$ cat src/rtl/register_file_pkg.sv
// Shared defaults and word type for the architectural register file.
// Latency: n/a (declarations only).
// Backpressure: n/a.
package register_file_pkg;

  localparam int DEF_XLEN    = 32;  // register / data width in bits
  localparam int DEF_NREGS   = 32;  // number of architectural registers
  localparam int DEF_ADDR_W  = 5;   // log2(DEF_NREGS)
  localparam int DEF_TAP_REG = 10;  // x10 / a0, mirrored on the debug tap

  typedef logic [DEF_XLEN-1:0] word_t;

endpackage : register_file_pkg

$ cat src/rtl/register_file.sv
// Flip-flop register file: NREGS x XLEN, two gated read ports, one write port, x0 hardwired to 0.
// Latency: reads combinational (zero cycles); a write is visible after the rising edge that captures it.
// Backpressure: none; every enabled write is accepted and reads are always available.
//
// Ports:
//   clk            sole clock, all state updates on the rising edge
//   reset          synchronous active-low clear of every register
//   read_enable    gates both read ports; when low both data outputs drive 0
//   write_enable   write strobe for the write port
//   read_addr1/2   read port register indices
//   write_addr     write port register index (address 0 discards the write)
//   write_data     data to write
//   data_out1/2    read port data
//   a              continuous tap of register TAP_REG, independent of read_enable
module register_file
  import register_file_pkg::*;
#(
  parameter int XLEN    = DEF_XLEN,
  parameter int NREGS   = DEF_NREGS,
  parameter int ADDR_W  = DEF_ADDR_W,
  parameter int TAP_REG = DEF_TAP_REG
) (
  input  logic              clk,
  input  logic              reset,
  input  logic              read_enable,
  input  logic              write_enable,
  input  logic [ADDR_W-1:0] read_addr1,
  input  logic [ADDR_W-1:0] read_addr2,
  input  logic [ADDR_W-1:0] write_addr,
  input  logic [XLEN-1:0]   write_data,
  output logic [XLEN-1:0]   data_out1,
  output logic [XLEN-1:0]   data_out2,
  output logic [XLEN-1:0]   a
);

  logic [XLEN-1:0] regs [NREGS];

  // Reset has priority over a simultaneous write. Entry 0 is only ever
  // written by reset, and the read side masks it as well, so x0 reads 0
  // even before the first reset edge.
  always_ff @(posedge clk) begin
    if (!reset) begin
      for (int i = 0; i < NREGS; i++) begin
        regs[i] <= '0;
      end
    end else if (write_enable && (write_addr != '0)) begin
      regs[write_addr] <= write_data;
    end
  end

  // No write-to-read bypass: reads see the array contents as of the last edge.
  always_comb begin
    data_out1 = '0;
    data_out2 = '0;
    if (read_enable) begin
      if (read_addr1 != '0) data_out1 = regs[read_addr1];
      if (read_addr2 != '0) data_out2 = regs[read_addr2];
    end
  end

  if (TAP_REG == 0) begin : g_tap_zero
    assign a = '0;
  end else begin : g_tap_reg
    assign a = regs[TAP_REG];
  end

endmodule : register_file

$ cat config.mk
export PLATFORM = sky130hd
export DESIGN_NAME = register_file
export DESIGN_NICKNAME = d
export VERILOG_FILES = /design/src/rtl/register_file_pkg.sv /design/src/rtl/register_file.sv
export SDC_FILE = /design/constraint.sdc
export NUM_CORES = 2
export LEC_CHECK = 0
export CORE_MARGIN = 4
export CORE_UTILIZATION = 31
export CTS_CLUSTER_SIZE = 28
export DETAILED_ROUTE_END_ITERATION = 7
export PLACE_DENSITY = 0.58
export SLEW_MARGIN = 30
export SYNTH_ARGS = -nofsm -noshare
export SYNTH_HDL_FRONTEND = slang
export SYNTH_SLANG_ARGS = --single-unit
$ cat constraint.sdc
create_clock -name clk -period 3.7 [get_ports clk]
set_input_delay 0.555 -clock clk [delete_from_list [all_inputs] [get_ports clk]]
set_output_delay 0.555 -clock clk [all_outputs]
set_load 0.01 [all_outputs]
# Yosys cells after proc, flatten, opt, wreduce, memory -nomap -nowiden

Memories as Yosys holds them, arrays and structs flattened.
Index checks and enable logic that the tools add are counted.

Memories: 1
Memory bits (writable): 1024
Bits in registers: 0
Logic and storage cells: 17

Reductions and logical operators: 5
Multiplexer cells: 11

Memories:

| memory | words | width | rd ports | clocked after Yosys merged registers in | write ports | RTL line            | source |
|---|---|---|---|---|---|---|---|
| regs   | 32    | 32    | 3        | 0                                       | 32          | register_file.sv:36 | `logic [XLEN-1:0] regs [NREGS];` |

Operators with widths:

| cell                | number |
|---|---|
| 32-bit 2-to-1 mux   | 5 |
| 32-bit OR reduction | 1 |
| 5-bit nonzero test  | 3 |
| 1-bit 2-to-1 mux    | 5 |
| 5-bit 2-to-1 mux    | 1 |
| 1-bit logical AND   | 1 |

# Depth between registers and ports, before layout

Depth after elaboration: 7
Depth in mapped cells: 8
Mapped depth without buffers: 4

# Worst setup path before layout

No wires, ideal clock.

Path type: input -> register
From: input reset
To: memory regs[24][0] in the netlist's numbering (enable)
Stages on the path: 5
Buffers on the path: 2
Path slack: -346 ps
Arrival: 3581 ps
Required time: 3234 ps
Cells stage by stage: buf_4 > nand2_1 > or3_4 > buf_2 > o21ai_0

RTL lines:

| element         | RTL line            | source |
|---|---|---|
| start, declared | register_file.sv:24 | `input logic reset,` |
| end, declared   | register_file.sv:36 |  |

# Worst setup path after layout

From: input read_addr1[4]
To: output data_out1[31]

Longest elaborated chain between the ends: 3
Elaborated cells between the ends (all ways): 4

Ends and longest elaborated chain:

| element                                                  | RTL line            | source |
|---|---|---|
| start, declared                                          | register_file.sv:27 | `input logic [ADDR_W-1:0] read_addr1,` |
| memory 32 x 32 bit or 5-bit nonzero test (tied branches) | --                  |  |
| 32-bit 2-to-1 mux *                                      | register_file.sv:56 | `if (read_addr1 != '0) data_out1 = regs[read_addr1];` |
| 32-bit 2-to-1 mux *                                      | register_file.sv:55 | `if (read_enable) begin` |
| end, declared                                            | register_file.sv:31 | `output logic [XLEN-1:0] data_out1,` |

Every way passes the cells marked *; elsewhere a longest branch is shown, timed or not.

==> report_table.html <==
<table>
<tr><th>Metric</th><th>Value</th></tr>
<tr><th colspan="2">GRT</th></tr>
<tr><td>Vias in the first global route</td><td>36600</td></tr>
<tr><td>Largest net degree at the start of global routing</td><td>48</td></tr>
<tr><td>Initial antenna violation count</td><td>12</td></tr>
<tr><td>Global-route usage over all layers</td><td>0.219</td></tr>
<tr><td>Remaining global-route overflow</td><td>0</td></tr>
<tr><td>First-pass GRT wire length</td><td>about 280 mm</td></tr>
<tr><th colspan="2">Synth</th></tr>
<tr><td>Asr flop ratio synth</td><td>0</td></tr>
<tr><td>Most used standard cells in the synthesized netlist</td><td>1024 x sky130_fd_sc_hd__edfxtp_1, 994 x sky130_fd_sc_hd__and2_1, 384 x sky130_fd_sc_hd__mux2i_1</td></tr>
<tr><td>Average cell area after synthesis</td><td>13.9 um^2</td></tr>
<tr><td>Distinct cell type count after synthesis</td><td>43</td></tr>
<tr><td>Library cell occupying the most area in the post-synthesis netlist</td><td>sky130_fd_sc_hd__edfxtp_1</td></tr>
<tr><td>Number of instances in the synthesized netlist</td><td>3882</td></tr>
<tr><td>Warnings, synthesis</td><td>0</td></tr>
<tr><td>Flip-flop and latch count after synthesis</td><td>just over 1000</td></tr>
<tr><td>Top cells by area in the synthesized netlist</td><td>sky130_fd_sc_hd__edfxtp_1 57%, sky130_fd_sc_hd__mux4_2 12%, sky130_fd_sc_hd__and2_1 11%, sky130_fd_sc_hd__mux2i_1 7.1%, sky130_fd_sc_hd__a22oi_1 3.5%</td></tr>
<tr><td>Most frequently used cell type in the post-synthesis netlist</td><td>sky130_fd_sc_hd__edfxtp_1</td></tr>
<tr><td>Share of synthesized area occupied by flip-flops and latches</td><td>0.568</td></tr>
<tr><td>Cell area after technology mapping</td><td>54100 um^2</td></tr>
<tr><td>Area fraction of the dominant cell type after synthesis</td><td>0.568</td></tr>
<tr><td>Main flop type after synthesis</td><td>sky130_fd_sc_hd__edfxtp_1</td></tr>
<tr><td>EDFF count, synth</td><td>1024</td></tr>
<tr><th colspan="2">Clocking</th></tr>
<tr><td>TritonCTS sink count</td><td>roughly 1000</td></tr>
<tr><td>Register clock-pin slew on the reported worst setup and hold paths</td><td>60 ps</td></tr>
<tr><td>Depth of the CTS H-tree</td><td>3</td></tr>
<tr><td>Number of buffers created by CTS</td><td>109</td></tr>
<tr><td>Number of buffers between clock root and the deepest sink</td><td>3</td></tr>
<tr><td>Clock root buffer</td><td>sky130_fd_sc_hd__clkbuf_16</td></tr>
<tr><td>Clock tree from TritonCTS</td><td>yes</td></tr>
<tr><th colspan="2">Routing</th></tr>
<tr><td>Number of DRC violations after detailed routing</td><td>0</td></tr>
<tr><td>Antenna viol nets, final</td><td>0</td></tr>
<tr><td>Highest layer used for signal routing</td><td>met4</td></tr>
<tr><td>Routed wl met3</td><td>15.6 mm</td></tr>
<tr><td>Total Wirelength</td><td>~200 mm</td></tr>
<tr><td>Routed vias</td><td>between 30000 and 40000</td></tr>
<tr><td>Met2 wirelength from detailed routing</td><td>97.1 mm</td></tr>
<tr><td>Wirelength per Cell</td><td>about 31 um</td></tr>
<tr><td>Violation count after the first detailed-route iteration</td><td>4311</td></tr>
<tr><td>Mean number of vias per cell</td><td>5.59</td></tr>
<tr><td>Drt first pass iters</td><td>6</td></tr>
<tr><td>Total routed wire length on the met1 layer</td><td>76.7 mm</td></tr>
<tr><th colspan="2">Placed design</th></tr>
<tr><td>Weighted congestion reported at the end of routability-driven placement</td><td>0.895</td></tr>
<tr><td>Half-perimeter wire length after detailed placement</td><td>about 130 mm</td></tr>
<tr><td>Worst Setup Slack post-DPL</td><td>-138 ps</td></tr>
<tr><td>DP Cell Count</td><td>6258</td></tr>
<tr><td>IO buf count</td><td>between 100 and 150</td></tr>
<tr><td>Cell area after placement</td><td>approximately 61000 um^2</td></tr>
<tr><th colspan="2">Die</th></tr>
<tr><td>Die area</td><td>around 180000 um^2</td></tr>
<tr><td>Core region area</td><td>between 150000 and 200000 um^2</td></tr>
<tr><td>Die boundary height</td><td>426 um</td></tr>
<tr><td>Die width</td><td>426 um</td></tr>
<tr><td>Number of top-level design ports</td><td>147</td></tr>
<tr><td>Row count</td><td>roughly 150</td></tr>
<tr><td>Initial Utilization</td><td>0.311</td></tr>
<tr><th colspan="2">STA</th></tr>
<tr><td>Slew of the pin with the lowest slew margin</td><td>995 ps</td></tr>
<tr><td>Relative slew slack</td><td>0.335</td></tr>
<tr><td>Final cycle utilization of the critical path</td><td>0.995</td></tr>
<tr><td>Final setup fails</td><td>0</td></tr>
<tr><td>Final Hold Violating Endpoints</td><td>0</td></tr>
<tr><td>Worst hold margin</td><td>454 ps</td></tr>
<tr><td>Fin crit period</td><td>between 3000 and 4000 ps</td></tr>
<tr><td>Final setup slack of the worst path</td><td>just under 20 ps</td></tr>
<tr><td>Setup repair after global routing missed its margin</td><td>false</td></tr>
<tr><td>Final sum of negative setup slack</td><td>0 ps</td></tr>
<tr><td>Final slew viol count</td><td>0</td></tr>
<tr><td>Highest attainable clock frequency</td><td>0.272 GHz</td></tr>
<tr><th colspan="2">Critical path</th></tr>
<tr><td>Crit Path Class</td><td>in -&gt; out</td></tr>
<tr><td>Chain of cells forming the critical path</td><td>clkdlybuf4s50_1 &gt; nor3b_4 &gt; buf_4 &gt; buf_12 &gt; and3_1 &gt; a21oi_1 &gt; nand4_1 &gt; buf_4 &gt; clkdlybuf4s50_1</td></tr>
<tr><td>Critical Path Fanout Max</td><td>20</td></tr>
<tr><td>Element type at the critical path end</td><td>primary output</td></tr>
<tr><td>Data arrival, critical path</td><td>3130 ps</td></tr>
<tr><td>CP Launch Type</td><td>input pin</td></tr>
<tr><td>Data required time at the worst endpoint</td><td>3140 ps</td></tr>
<tr><td>Combined buffer and inverter count along the critical path</td><td>5</td></tr>
<tr><td>Crit path from</td><td>read_addr1[4]</td></tr>
<tr><td>Highest cell delay on the worst timing path</td><td>between 600 and 700 ps</td></tr>
<tr><td>Kind of cell adding the most delay to the critical path</td><td>buffers and inverters</td></tr>
<tr><td>Crit path max-delay cell type</td><td>sky130_fd_sc_hd__clkdlybuf4s50_1</td></tr>
<tr><th colspan="2">Final layout</th></tr>
<tr><td>FF+latch area</td><td>30700 um^2</td></tr>
<tr><td>Registers with the highest flip-flop counts</td><td>regs: 1024 flops</td></tr>
<tr><td>Layout Cells excl Fill</td><td>around 6500</td></tr>
<tr><td>Post-route cell area</td><td>about 65000 um^2</td></tr>
<tr><td>Post-layout net count</td><td>4106</td></tr>
<tr><td>Number of inserted filler cells in the final layout</td><td>16400</td></tr>
<tr><td>Post-layout utilization of the core</td><td>0.371</td></tr>
<tr><td>Max FFs per register</td><td>1024</td></tr>
<tr><td>Area growth from synthesis to final layout</td><td>19.3%</td></tr>
<tr><td>Multi-input gate area in the final layout</td><td>22300 um^2</td></tr>
<tr><td>Register bank with the most flops</td><td>regs</td></tr>
<tr><td>Proportion of layout cells with a drive suffix above 1</td><td>0.214</td></tr>
<tr><th colspan="2">Power</th></tr>
<tr><td>Power Total</td><td>28.6 mW</td></tr>
<tr><td>Proportion of power drawn by flip-flops and latches</td><td>0.481</td></tr>
<tr><td>Sw Pwr</td><td>just over 7 mW</td></tr>
<tr><td>Leakage</td><td>between 20 and 25 nW</td></tr>
<tr><td>Maximum ir drop on the vdd rail</td><td>approximately 0.36 mV</td></tr>
<tr><td>Proportion of total power due to net switching</td><td>0.250</td></tr>
<tr><td>Internal Pwr Total</td><td>21.4 mW</td></tr>
<tr><td>Pwr Density</td><td>approximately 440 nW/um^2</td></tr>
<tr><td>Gate power share</td><td>0.121</td></tr>
<tr><td>Clock power frac</td><td>0.398</td></tr>
<tr><th colspan="2">Flow run</th></tr>
<tr><td># Max-Cap Violations</td><td>0</td></tr>
<tr><th colspan="2">Hold path</th></tr>
<tr><td>Kind of path behind the tightest hold check</td><td>in -&gt; reg</td></tr>
<tr><td>Hold path startpoint</td><td>write_data[17]</td></tr>
<tr><th colspan="2">Run status</th></tr>
<tr><td>Status</td><td>complete, no violations</td></tr>
</table>
[layout by cell type (no fill, tap or decap), types with 2 or more instances in the layout]
| cell type | Yosys | layout |
|---|---|---|
| sky130_fd_sc_hd__edfxtp_1 | 1024 | 1024 |
| sky130_fd_sc_hd__and2_1 | 994 | 992 |
| sky130_fd_sc_hd__mux2i_1 | 384 | 384 |
| sky130_fd_sc_hd__mux4_2 | 288 | 288 |
| sky130_fd_sc_hd__a22oi_1 | 253 | 253 |
| sky130_fd_sc_hd__buf_4 | 23 | 191 |
| sky130_fd_sc_hd__clkbuf_16 | 0 | 111 |
| sky130_fd_sc_hd__nand3_1 | 98 | 98 |
| sky130_fd_sc_hd__a21oi_1 | 94 | 93 |
| sky130_fd_sc_hd__buf_12 | 0 | 92 |
| sky130_fd_sc_hd__clkdlybuf4s50_1 | 0 | 79 |
| sky130_fd_sc_hd__nand2_1 | 71 | 71 |
| sky130_fd_sc_hd__nand4_1 | 64 | 64 |
| sky130_fd_sc_hd__nor2_4 | 2 | 37 |
| sky130_fd_sc_hd__dlygate4sd2_1 | 0 | 34 |
| sky130_fd_sc_hd__mux2_2 | 32 | 32 |
| sky130_fd_sc_hd__conb_1 | 1 | 32 |
| sky130_fd_sc_hd__a2bb2oi_1 | 31 | 31 |
| sky130_fd_sc_hd__o21ai_4 | 0 | 31 |
| sky130_fd_sc_hd__and3_1 | 30 | 30 |
| sky130_fd_sc_hd__clkinv_1 | 0 | 28 |
| sky130_fd_sc_hd__buf_2 | 105 | 28 |
| sky130_fd_sc_hd__clkbuf_1 | 250 | 26 |
| sky130_fd_sc_hd__bufinv_16 | 0 | 16 |
| sky130_fd_sc_hd__clkinv_2 | 0 | 16 |
| sky130_fd_sc_hd__buf_16 | 0 | 12 |
| sky130_fd_sc_hd__diode_2 | 0 | 10 |
| sky130_fd_sc_hd__nand3b_1 | 6 | 6 |
| sky130_fd_sc_hd__nor2b_4 | 0 | 5 |
| sky130_fd_sc_hd__clkinvlp_4 | 0 | 4 |
| sky130_fd_sc_hd__buf_8 | 0 | 4 |
| sky130_fd_sc_hd__nand4b_1 | 3 | 3 |
| sky130_fd_sc_hd__a22o_1 | 2 | 2 |
| sky130_fd_sc_hd__a31oi_1 | 2 | 2 |
| sky130_fd_sc_hd__nor2_1 | 29 | 2 |
| sky130_fd_sc_hd__and2_2 | 0 | 2 |
| sky130_fd_sc_hd__or3b_1 | 2 | 2 |
| sky130_fd_sc_hd__inv_16 | 0 | 2 |
[final cells by class]
cell class | count | area share
sequential | 1024 | 0.476
antenna | 10 | 0.000388
timing repair buffer | 441 | 0.0763
inverter | 2 | 0.000116
multi-input combinational | 2477 | 0.346
clock buffer | 137 | 0.0445
tap | 2325 | 0.0450
clock inverter | 68 | 0.0117
[layer usage]
layer  track usage  vias up
met3        0.0367      507
met5             0        -
met1         0.271    18800
li1              -    15100
met2         0.362     1888
met4         0.125        0
[worst paths after layout]
check,endpoint,slack [ps],cells after the start
worst min-delay path,regs[10][17],450,2
worst max-delay path,data_out1[31],20,9
[logic make-up after synthesis]
| kind of cell | Yosys count | synth area share |
|---|---|---|
| simple gates | 1325 | 0.148 |
| flops | 1024 | 0.568 |
| compound gates | 415 | 0.0525 |
| buf+inv | 413 | 0.0344 |
| mux | 704 | 0.197 |
| other cells | 1 | 0.0000693 |
[power by group through the flow]
stage          registers [mW]  clock network, mW  logic [mW]
6_report                 13.7               11.4        3.46
4_1_cts                  13.7               11.5        3.46
3_3_place_gp             13.9                  0        3.47
3_5_place_dp             14.0                  0        3.46
2_1_floorplan            13.9                  0        1.85
5_1_grt                  13.8               11.9        3.58
[what timing repair did]
item                                    CTS  global route
endpoints found under the setup margin   48             0
gates resized for setup                  37             0
hold buffers                              0             0
setup buffers                             9             0
Power figures use the tool's default switching activity.
